### config.mk
export PLATFORM = sky130hd
export DESIGN_NAME = matrix_4x4_stream_bridge
export DESIGN_NICKNAME = d
export VERILOG_FILES = /design/src/rtl/matrix_4x4_stream_bridge.sv
export SDC_FILE = /design/constraint.sdc
export NUM_CORES = 1
export LEC_CHECK = 0
export CORE_MARGIN = 1
export CORE_UTILIZATION = 30
export CTS_CLUSTER_DIAMETER = 50
export CTS_CLUSTER_SIZE = 12
export DETAILED_ROUTE_END_ITERATION = 8
export MAX_ROUTING_LAYER = met4
export PLACE_DENSITY = 0.52
export SYNTH_ARGS = -nofsm -noshare
export SYNTH_HDL_FRONTEND = slang
export SYNTH_SLANG_ARGS = --single-unit
### constraint.sdc
create_clock -name clk -period 3.77 [get_ports clk]
set_input_delay 0.754 -clock clk [delete_from_list [all_inputs] [get_ports clk]]
set_output_delay 0.754 -clock clk [all_outputs]
set_load 0.01 [all_outputs]
### src/rtl/matrix_4x4_stream_bridge.sv
// Host-side bridge for the 4x4 matrix engine: deserialises A/B operand words into
// column buses, issues one job, captures the result columns and streams them back out.
module matrix_4x4_stream_bridge #(
  parameter int W = 12
) (
  input  logic           clk,
  input  logic           rst_n,
  input  logic           in_valid,
  output logic           in_ready,
  input  logic [W-1:0]   in_data,
  input  logic           in_last,
  output logic           out_valid,
  input  logic           out_ready,
  output logic [W-1:0]   out_data,
  output logic           out_last,
  output logic           err,
  output logic           mm_valid,
  input  logic           mm_ready,
  output logic           mm_ready_res,
  input  logic           mm_valid_res,
  output logic [4*W-1:0] aC1,
  output logic [4*W-1:0] aC2,
  output logic [4*W-1:0] aC3,
  output logic [4*W-1:0] aC4,
  output logic [4*W-1:0] bC1,
  output logic [4*W-1:0] bC2,
  output logic [4*W-1:0] bC3,
  output logic [4*W-1:0] bC4,
  input  logic [4*W-1:0] cC1,
  input  logic [4*W-1:0] cC2,
  input  logic [4*W-1:0] cC3,
  input  logic [4*W-1:0] cC4
);

  typedef enum logic [1:0] {LOAD, ISSUE, WAIT_RES, DRAIN} state_t;

  state_t              r_state;
  state_t              w_nextState;
  logic [4:0]          r_cnt;
  logic [3:0]          r_idx;
  logic                r_err;
  logic [15:0][W-1:0]  r_a;
  logic [15:0][W-1:0]  r_b;
  logic [15:0][W-1:0]  r_res;
  logic                w_badLast;

  // in_last anywhere but word 31 aborts the partial job
  assign w_badLast = in_last & (r_cnt != 5'd31);

  // Element k of each array is column k/4, row k%4, so a 4-element slice is one column bus
  assign aC1 = r_a[3:0];
  assign aC2 = r_a[7:4];
  assign aC3 = r_a[11:8];
  assign aC4 = r_a[15:12];
  assign bC1 = r_b[3:0];
  assign bC2 = r_b[7:4];
  assign bC3 = r_b[11:8];
  assign bC4 = r_b[15:12];
  assign err = r_err;

  always_ff @(posedge clk) begin
    if (!rst_n) r_state <= LOAD;
    else        r_state <= w_nextState;
  end

  always_comb begin
    w_nextState  = r_state;
    in_ready     = 1'b0;
    mm_valid     = 1'b0;
    mm_ready_res = 1'b0;
    out_valid    = 1'b0;
    out_last     = 1'b0;
    out_data     = '0;
    case (r_state)
      LOAD: begin
        in_ready = 1'b1;
        if (in_valid && !w_badLast && (r_cnt == 5'd31)) w_nextState = ISSUE;
      end
      ISSUE: begin
        mm_valid = 1'b1;
        if (mm_ready) w_nextState = WAIT_RES;
      end
      WAIT_RES: begin
        mm_ready_res = 1'b1;
        if (mm_valid_res) w_nextState = DRAIN;
      end
      DRAIN: begin
        out_valid = 1'b1;
        out_data  = r_res[r_idx];
        out_last  = (r_idx == 4'd15);
        if (out_ready && (r_idx == 4'd15)) w_nextState = LOAD;
      end
      default: w_nextState = LOAD;
    endcase
  end

  // Operands only move in LOAD, so they stay frozen while the engine computes
  always_ff @(posedge clk) begin
    if (!rst_n) begin
      r_cnt <= '0;
      r_idx <= '0;
      r_err <= 1'b0;
      r_a   <= '0;
      r_b   <= '0;
      r_res <= '0;
    end else begin
      case (r_state)
        LOAD: begin
          if (in_valid) begin
            if (w_badLast) begin
              r_err <= 1'b1;
              r_cnt <= '0;
            end else begin
              if (r_cnt[4]) r_b[r_cnt[3:0]] <= in_data;
              else          r_a[r_cnt[3:0]] <= in_data;
              if (r_cnt == 5'd31) begin
                r_cnt <= '0;
                if (!in_last) r_err <= 1'b1;
              end else begin
                r_cnt <= r_cnt + 5'd1;
              end
            end
          end
        end
        WAIT_RES: begin
          if (mm_valid_res) begin
            r_res <= {cC4, cC3, cC2, cC1};
            r_idx <= '0;
          end
        end
        DRAIN: begin
          if (out_ready) r_idx <= r_idx + 4'd1;
        end
        default: ;
      endcase
    end
  end

endmodule

; ---- After elaboration in Yosys (flattened, before gate mapping)
; Index checks and enable logic that the tools add are counted.
[op_classes]
shift = 0
n_bitwise = 3
n_mul = 0
addsub = 2
order_cmp = 3
div = 0
n_eq_ne = 12
mux = 25
n_reduce_logical = 15
[ops]
columns = op, n
row1 = bitwise mux 192 bit, 2
row2 = binary-select mux 12 bit (select 4 bit), 1
row3 = demux 12 bit (select 4 bit), 1
row4 = two-way mux 12 bit, 3
row5 = AND reduction 4 bit, 4
row6 = < comparator 4 x 5 -> 1 bit (second input constant), 2
row7 = two-way mux 5 bit, 2
row8 = inequality test 2 bit (second input constant), 5
row9 = two-way mux 1 bit, 8
row10 = two-way mux 2 bit, 4
row11 = two-way mux 4 bit, 2
row12 = one-hot mux 2 bit (4 select lines), 1
row13 = one-hot mux 4 bit (2 select lines), 1
row14 = adder 5 x 1 -> 5 bit (second input constant), 1
row15 = equality test 5 bit (second input constant), 1
row16 = inequality test 5 bit (second input constant), 1
row17 = adder 4 x 1 -> 4 bit (second input constant), 1
row18 = equality test 2 bit (second input constant), 2
row19 = equality test 4 bit (second input constant), 1
row20 = greater-or-equal comparator 4 x 1 -> 1 bit (second input constant), 1
row21 = logical AND 1 bit, 4
row22 = AND reduction 2 bit, 2
row23 = nonzero test 2 bit, 2
row24 = AND reduction 3 bit, 1
row25 = 6 further kinds, 7
[word_totals]
out_inout_bits = 402
input_bits = 211
latch_bits = 0
ram_bits = 0
mem_bits_ro = 0
regBits = 588
n_memories = 0
elab_cells = 112

; ---- Depth between registers and ports, before layout
[logic_depth]
ltp_word = 7
depth_mapped = 14
depth_no_buf = 10

; ---- Worst setup path before layout
; Ideal clock, no wire load.
[synth_timing]
path_type = register to register
startpoint = register r_cnt[1]
endpoint = register r_b, in the netlist bC2[13]
n_path_buf = 4
arrival_ns = 2.425
period_less_slack_ns = 2.553
setup_ns = 0.128
required_time_ns = 3.642
stages_incl_launch_ff = 15
setup_slack_ns = 1.217
path_cell_list = dfxtp_1 ha_1 nand3_1 inv_1 ha_1 inv_1 ha_1 buf_4 and4b_1 buf_4 buf_6 nand3_2 buf_4 mux2i_1 nor2_1
[synth_between]
elab_chain_cells = 5
elab_cells_between_ends = 10
classes_between = 2 x order compare / 1 x eq/ne / 3 x mux / 2 x bitwise / 2 x reduce/logical
[synth_rtl]
columns = item, line_no
row1 = from (decl), 39  ; logic [4:0] r_cnt;
row2 = from (signal assigned), 120  ; r_cnt <= r_cnt + 5'd1;
row3 = < comparator 4 x 5 -> 1 bit (implied by the code) or greater-or-equal comparator 4 x 1 -> 1 bit (tied branches), 114  ; if (r_cnt[4]) r_b[r_cnt[3:0]] <= in_data;
row4 = logical AND 1 bit (implied by the code), 114
row5 = two-way mux 12 bit (implied by the code), 114
row6 = demux 12 bit (select 4 bit), 114
row7 = bitwise mux 192 bit, 114
row8 = "to (signal, indexed assignment)", 114
row9 = to (decl), 43  ; logic [15:0][W-1:0] r_b;
; Several ways; a longest one is shown, not always the timed one.
; A chain may end at the register's enable or synchronous reset.

; ---- Worst setup path in the final report
[layout_timing]
startpoint = register r_idx[1]
endpoint = output out_data[10]
[layout_between]
elab_chain_cells = 3
[layout_rtl]
columns = item, line_no
row1 = from (decl), 40  ; logic [3:0] r_idx;
row2 = from (signal assigned), 132  ; if (out_ready) r_idx <= r_idx + 4'd1;
row3 = binary-select mux 12 bit (select 4 bit), 89  ; out_data = r_res[r_idx];
row4 = two-way mux 12 bit (implied by the code), 89
row5 = two-way mux 12 bit, 74  ; case (r_state)
row6 = to (decl), 14  ; output logic [W-1:0] out_data,
; No other way between the ends. The select of a mux whose other input is x is not followed.

==> report_table.html <==
<table>
<tr><th>Metric</th><th>Value</th></tr>
<tr><th colspan="2">Drt</th></tr>
<tr><td>Via count</td><td>19700</td></tr>
<tr><td>Drt drc</td><td>0</td></tr>
<tr><td>Post-route antenna net violation count</td><td>0</td></tr>
<tr><td>Average wire per standard cell</td><td>22.2 um</td></tr>
<tr><td>Drt first pass iters</td><td>5</td></tr>
<tr><td>Violation count after the first detailed-route iteration</td><td>1272</td></tr>
<tr><td>Total wire length</td><td>90200 um</td></tr>
<tr><td>Vias per Instance</td><td>4.85</td></tr>
<tr><th colspan="2">STA</th></tr>
<tr><td>Post-layout minimum cycle time</td><td>3.65 ns</td></tr>
<tr><td>Final Hold Vio Count</td><td>0</td></tr>
<tr><td>Tcrit/Tclk final</td><td>96.7%</td></tr>
<tr><td>RSZ-0062 raised after global routing</td><td>false</td></tr>
<tr><td>Worst Max-Slew Pin Slew</td><td>1.21 ns</td></tr>
<tr><td>Setup Total Neg Slack</td><td>0 ns</td></tr>
<tr><td>Final-report max-slew violation count</td><td>0</td></tr>
<tr><td>Fmax</td><td>274 MHz</td></tr>
<tr><td>Finish-stage setup viols</td><td>0</td></tr>
<tr><td>Final Skew</td><td>0.0175 ns</td></tr>
<tr><td>Relative max-transition margin</td><td>19.6%</td></tr>
<tr><th colspan="2">GRT</th></tr>
<tr><td>Vias in the first global route</td><td>19700</td></tr>
<tr><td>Number of antenna violations at the first check in global routing</td><td>2</td></tr>
<tr><td>First-pass GRT wire length</td><td>131000 um</td></tr>
<tr><td>Overall track demand over capacity in global routing</td><td>23.2%</td></tr>
<tr><td>Largest net degree at the start of global routing</td><td>133</td></tr>
<tr><td>Aggregate global routing overflow</td><td>0</td></tr>
<tr><th colspan="2">CTS</th></tr>
<tr><td>Worst-path clk slew</td><td>0.05 ns</td></tr>
<tr><td>Number of sinks driven by the clock tree</td><td>588</td></tr>
<tr><td>Clock tree from TritonCTS</td><td>built</td></tr>
<tr><td>Latest clock arrival within the worst-skew pair</td><td>0.62 ns</td></tr>
<tr><td>CTS HTree Levels</td><td>3</td></tr>
<tr><td>Number of buffers on the longest clock path</td><td>3</td></tr>
<tr><td>Clock tree root buffer cell</td><td>clkbuf_16</td></tr>
<tr><td>TritonCTS buffer count</td><td>81</td></tr>
<tr><th colspan="2">Logic synthesis</th></tr>
<tr><td>Post-synthesis sequential area ratio</td><td>51.6%</td></tr>
<tr><td>Synth unique cells</td><td>43</td></tr>
<tr><td>Async set or reset register ratio after synthesis</td><td>0%</td></tr>
<tr><td>Count of synthesis-stage warnings from yosys</td><td>0</td></tr>
<tr><td>Number of register bits inferred by synthesis</td><td>588</td></tr>
<tr><td>Syn Inst Count</td><td>2498</td></tr>
<tr><td>Primary FF master, synth</td><td>dfxtp_1</td></tr>
<tr><td>Average instance area after synthesis</td><td>9.14 sq um</td></tr>
<tr><td>Netlist area before placement</td><td>0.0228 sq mm</td></tr>
<tr><td>Net count of the mapped netlist</td><td>2720</td></tr>
<tr><td>EDFF count, synth</td><td>0</td></tr>
<tr><th colspan="2">Floorplan</th></tr>
<tr><td>Die extent in y</td><td>278 um</td></tr>
<tr><td>Core Region</td><td>0.0748 sq mm</td></tr>
<tr><td>Site Rows</td><td>100</td></tr>
<tr><td>Effective utilization at floorplan</td><td>30.5%</td></tr>
<tr><td>Horiz. Die Dim</td><td>278 um</td></tr>
<tr><td>IO Pins</td><td>613</td></tr>
<tr><td>Die footprint</td><td>0.0772 sq mm</td></tr>
<tr><th colspan="2">Critical path</th></tr>
<tr><td>Capturing instance or port of the critical path</td><td>out_data[10]</td></tr>
<tr><td>Startpoint of the worst-slack reg-to-reg timing path</td><td>r_cnt[1]</td></tr>
<tr><td>Kind of end point of the critical path</td><td>output pin</td></tr>
<tr><td>Reg-to-reg critical path endpoint</td><td>bC2[26]</td></tr>
<tr><td>Reg2Reg Setup Slack</td><td>0.50 ns</td></tr>
<tr><td>Worst reg-to-reg path cell count</td><td>10</td></tr>
<tr><td>Crit. Startpoint</td><td>r_idx[1]</td></tr>
<tr><td>Maximum fanout along the worst path</td><td>21</td></tr>
<tr><td>Kind of start point of the critical path</td><td>register</td></tr>
<tr><td>Data arrival, critical path</td><td>2.89 ns</td></tr>
<tr><td>Worst Path Class, Setup</td><td>reg2out</td></tr>
<tr><td>WP data required</td><td>3.02 ns</td></tr>
<tr><th colspan="2">Pwr</th></tr>
<tr><td>P per Cell Area</td><td>459 mW/mm^2</td></tr>
<tr><td>Leakage power of the design</td><td>13.2 nW</td></tr>
<tr><td>Largest voltage drop on the vdd net</td><td>0.315 mV</td></tr>
<tr><th colspan="2">Layout</th></tr>
<tr><td>Ratio of cells with drive above 1 in the final layout</td><td>7.52%</td></tr>
<tr><td>Synth-to-Final Area Change</td><td>42.0%</td></tr>
<tr><td>Nets</td><td>3247</td></tr>
<tr><td>Final non-filler cell total</td><td>4057</td></tr>
<tr><th colspan="2">Hold path</th></tr>
<tr><td>Classification of the worst-slack hold path</td><td>reg2reg</td></tr>
<tr><th colspan="2">Placed design</th></tr>
<tr><td>Quantity of I/O buffers inserted on ports</td><td>612</td></tr>
<tr><td>Routability-driven placement congestion ratio</td><td>0.891</td></tr>
<tr><td>Placed wire-length estimate</td><td>62400 um</td></tr>
<tr><td>Cells after DPL</td><td>3909</td></tr>
<tr><th colspan="2">Job</th></tr>
<tr><td>Max-capacitance violation count</td><td>0</td></tr>
<tr><th colspan="2">Status</th></tr>
<tr><td>Run status</td><td>complete, no violations</td></tr>
</table>
==> repair_timing <==
action,4_1_cts,5_1_grt
gates cloned,0,0
buffers inserted,1,1
hold buffers,0,0
endpoints found under the setup margin,11,7
resized for setup,3,1
==> how the worst min path moves through the flow <==
stage                from         end  slack (ns)  cells past startpoint
2_1_floorplan  r_res[155]  r_res[155]        0.43                      2
4_1_cts         r_res[83]   r_res[83]        0.45                      2
5_1_grt        r_res[126]  r_res[126]        0.47                      2
3_3_place_gp   r_res[188]  r_res[188]        0.44                      2
6_report          bC1[40]     bC1[40]        0.45                      2
3_5_place_dp    r_res[83]   r_res[83]        0.45                      2
==> layout make-up <==
| type | count | area (sq um) |
|---|---|---|
| tap | 969 | 1210 |
| timing repair buffer | 661 | 6590 |
| antenna | 3 | 7.51 |
| clock inverter | 55 | 703 |
| multi-input combinational | 1684 | 9990 |
| inverter | 9 | 41.3 |
| clock buffer | 88 | 2080 |
| sequential | 588 | 11800 |
| fill | 7148 | 42400 |
==> report_power, final <==
part	total [mW]	internal [mW]	switching, mW
combinational	0.737	0.316	0.421
sequential	6.27	6.25	0.0209
clock	7.87	4.72	3.15
total	14.9	11.3	3.59
==> through the flow <==
stage	hold slack [ns]	area, sq um	utilization (%)	setup WS (ns)	total power, mW
after CTS	0.454	32400	43.3	0.0179	15.1
final	0.452	32400	43.3	0.123	14.9
after global placement	0.442	29600	39.5	0.459	7.13
after global routing	0.466	32400	43.3	0.0570	15.4
after floorplan	0.433	22800	-	1.22	6.70
after detailed placement	0.446	29600	39.5	0.406	7.14
==> registers in the layout, indices dropped and copies added, names as in the netlist <==
register  count
aC3          48
aC1          48
aC2          48
bC3          48
bC1          48
aC4          48
bC2          48
r_res       192
r_idx         4
r_cnt         5
bC4          48
err           1
r_state       2
==> synth_stat cells, types with 2 or more instances <==
cell type / number / share of area [%]
buf_6: 12 / 0.59
nor3_1: 3 / 0.066
buf_2: 33 / 0.72
nor2b_1: 7 / 0.19
a22oi_1: 38 / 1.3
nor2_1: 341 / 5.6
o21ai_0: 10 / 0.22
ha_1: 11 / 0.60
and2_1: 3 / 0.082
inv_1: 8 / 0.13
nor3b_1: 3 / 0.099
mux2i_1: 400 / 18
nand3_1: 37 / 0.81
nand3_4: 8 / 0.61
o211ai_1: 2 / 0.066
clkbuf_1: 138 / 2.3
buf_4: 26 / 0.86
buf_1: 7 / 0.12
and3_1: 5 / 0.14
nand3_2: 2 / 0.088
a211oi_1: 3 / 0.099
nand4_1: 2 / 0.055
mux4_2: 11 / 1.1
dfxtp_1: 588 / 52
a21oi_1: 261 / 5.7
xnor2_1: 2 / 0.077
nand2_1: 521 / 8.6
==> routing by layer <==
layer,vias up,GRT usage (%),share of wire (%)
li1,9353,-,-
met1,9548,28.1,43
met5,-,-,0
met4,0,6.26,2.2
met2,665,37.9,48
met3,93,5.94,7.3
==> cell families after synthesis <==
logic type	after synthesis	synth area share (%)
and+or+nand+nor	941	16.8
DFF	588	51.6
muxes	412	18.7
AOI/OAI and AO/OA	318	7.49
buffers and inverters	226	4.79
adders and majority gates	11	0.603
xor gates and xnor gates	2	0.0768
==> critical path, cell delays in order (launching register included) <==
cell and delay (ns):
dfxtp_2 0.50, nor2_1 0.08, buf_4 0.24, a22oi_1 0.38, nand2_1 0.12, o21ai_0 0.31, clkdlybuf4s50_1 0.62
==> layout by cell type, fill, tap and decap left out, drive strengths merged, types with 3 or more instances in the layout <==
master | synthesis | routed
clkinv | 0 | 19
clkinvlp | 0 | 12
ha | 11 | 11
inv | 9 | 24
a21oi | 261 | 261
buf | 79 | 59
o21ai | 10 | 10
a22oi | 38 | 38
nor2 | 341 | 341
nor3b | 3 | 3
diode | 0 | 3
nand2 | 521 | 521
nand3 | 47 | 47
and3 | 6 | 6
clkbuf | 138 | 88
mux2i | 400 | 400
dfxtp | 588 | 588
nor3 | 3 | 3
nor2b | 7 | 7
a211oi | 3 | 3
bufinv | 0 | 9
mux4 | 11 | 11
and2 | 4 | 4
clkdlybuf4s50 | 0 | 602
Power figures use the tool's default switching activity.
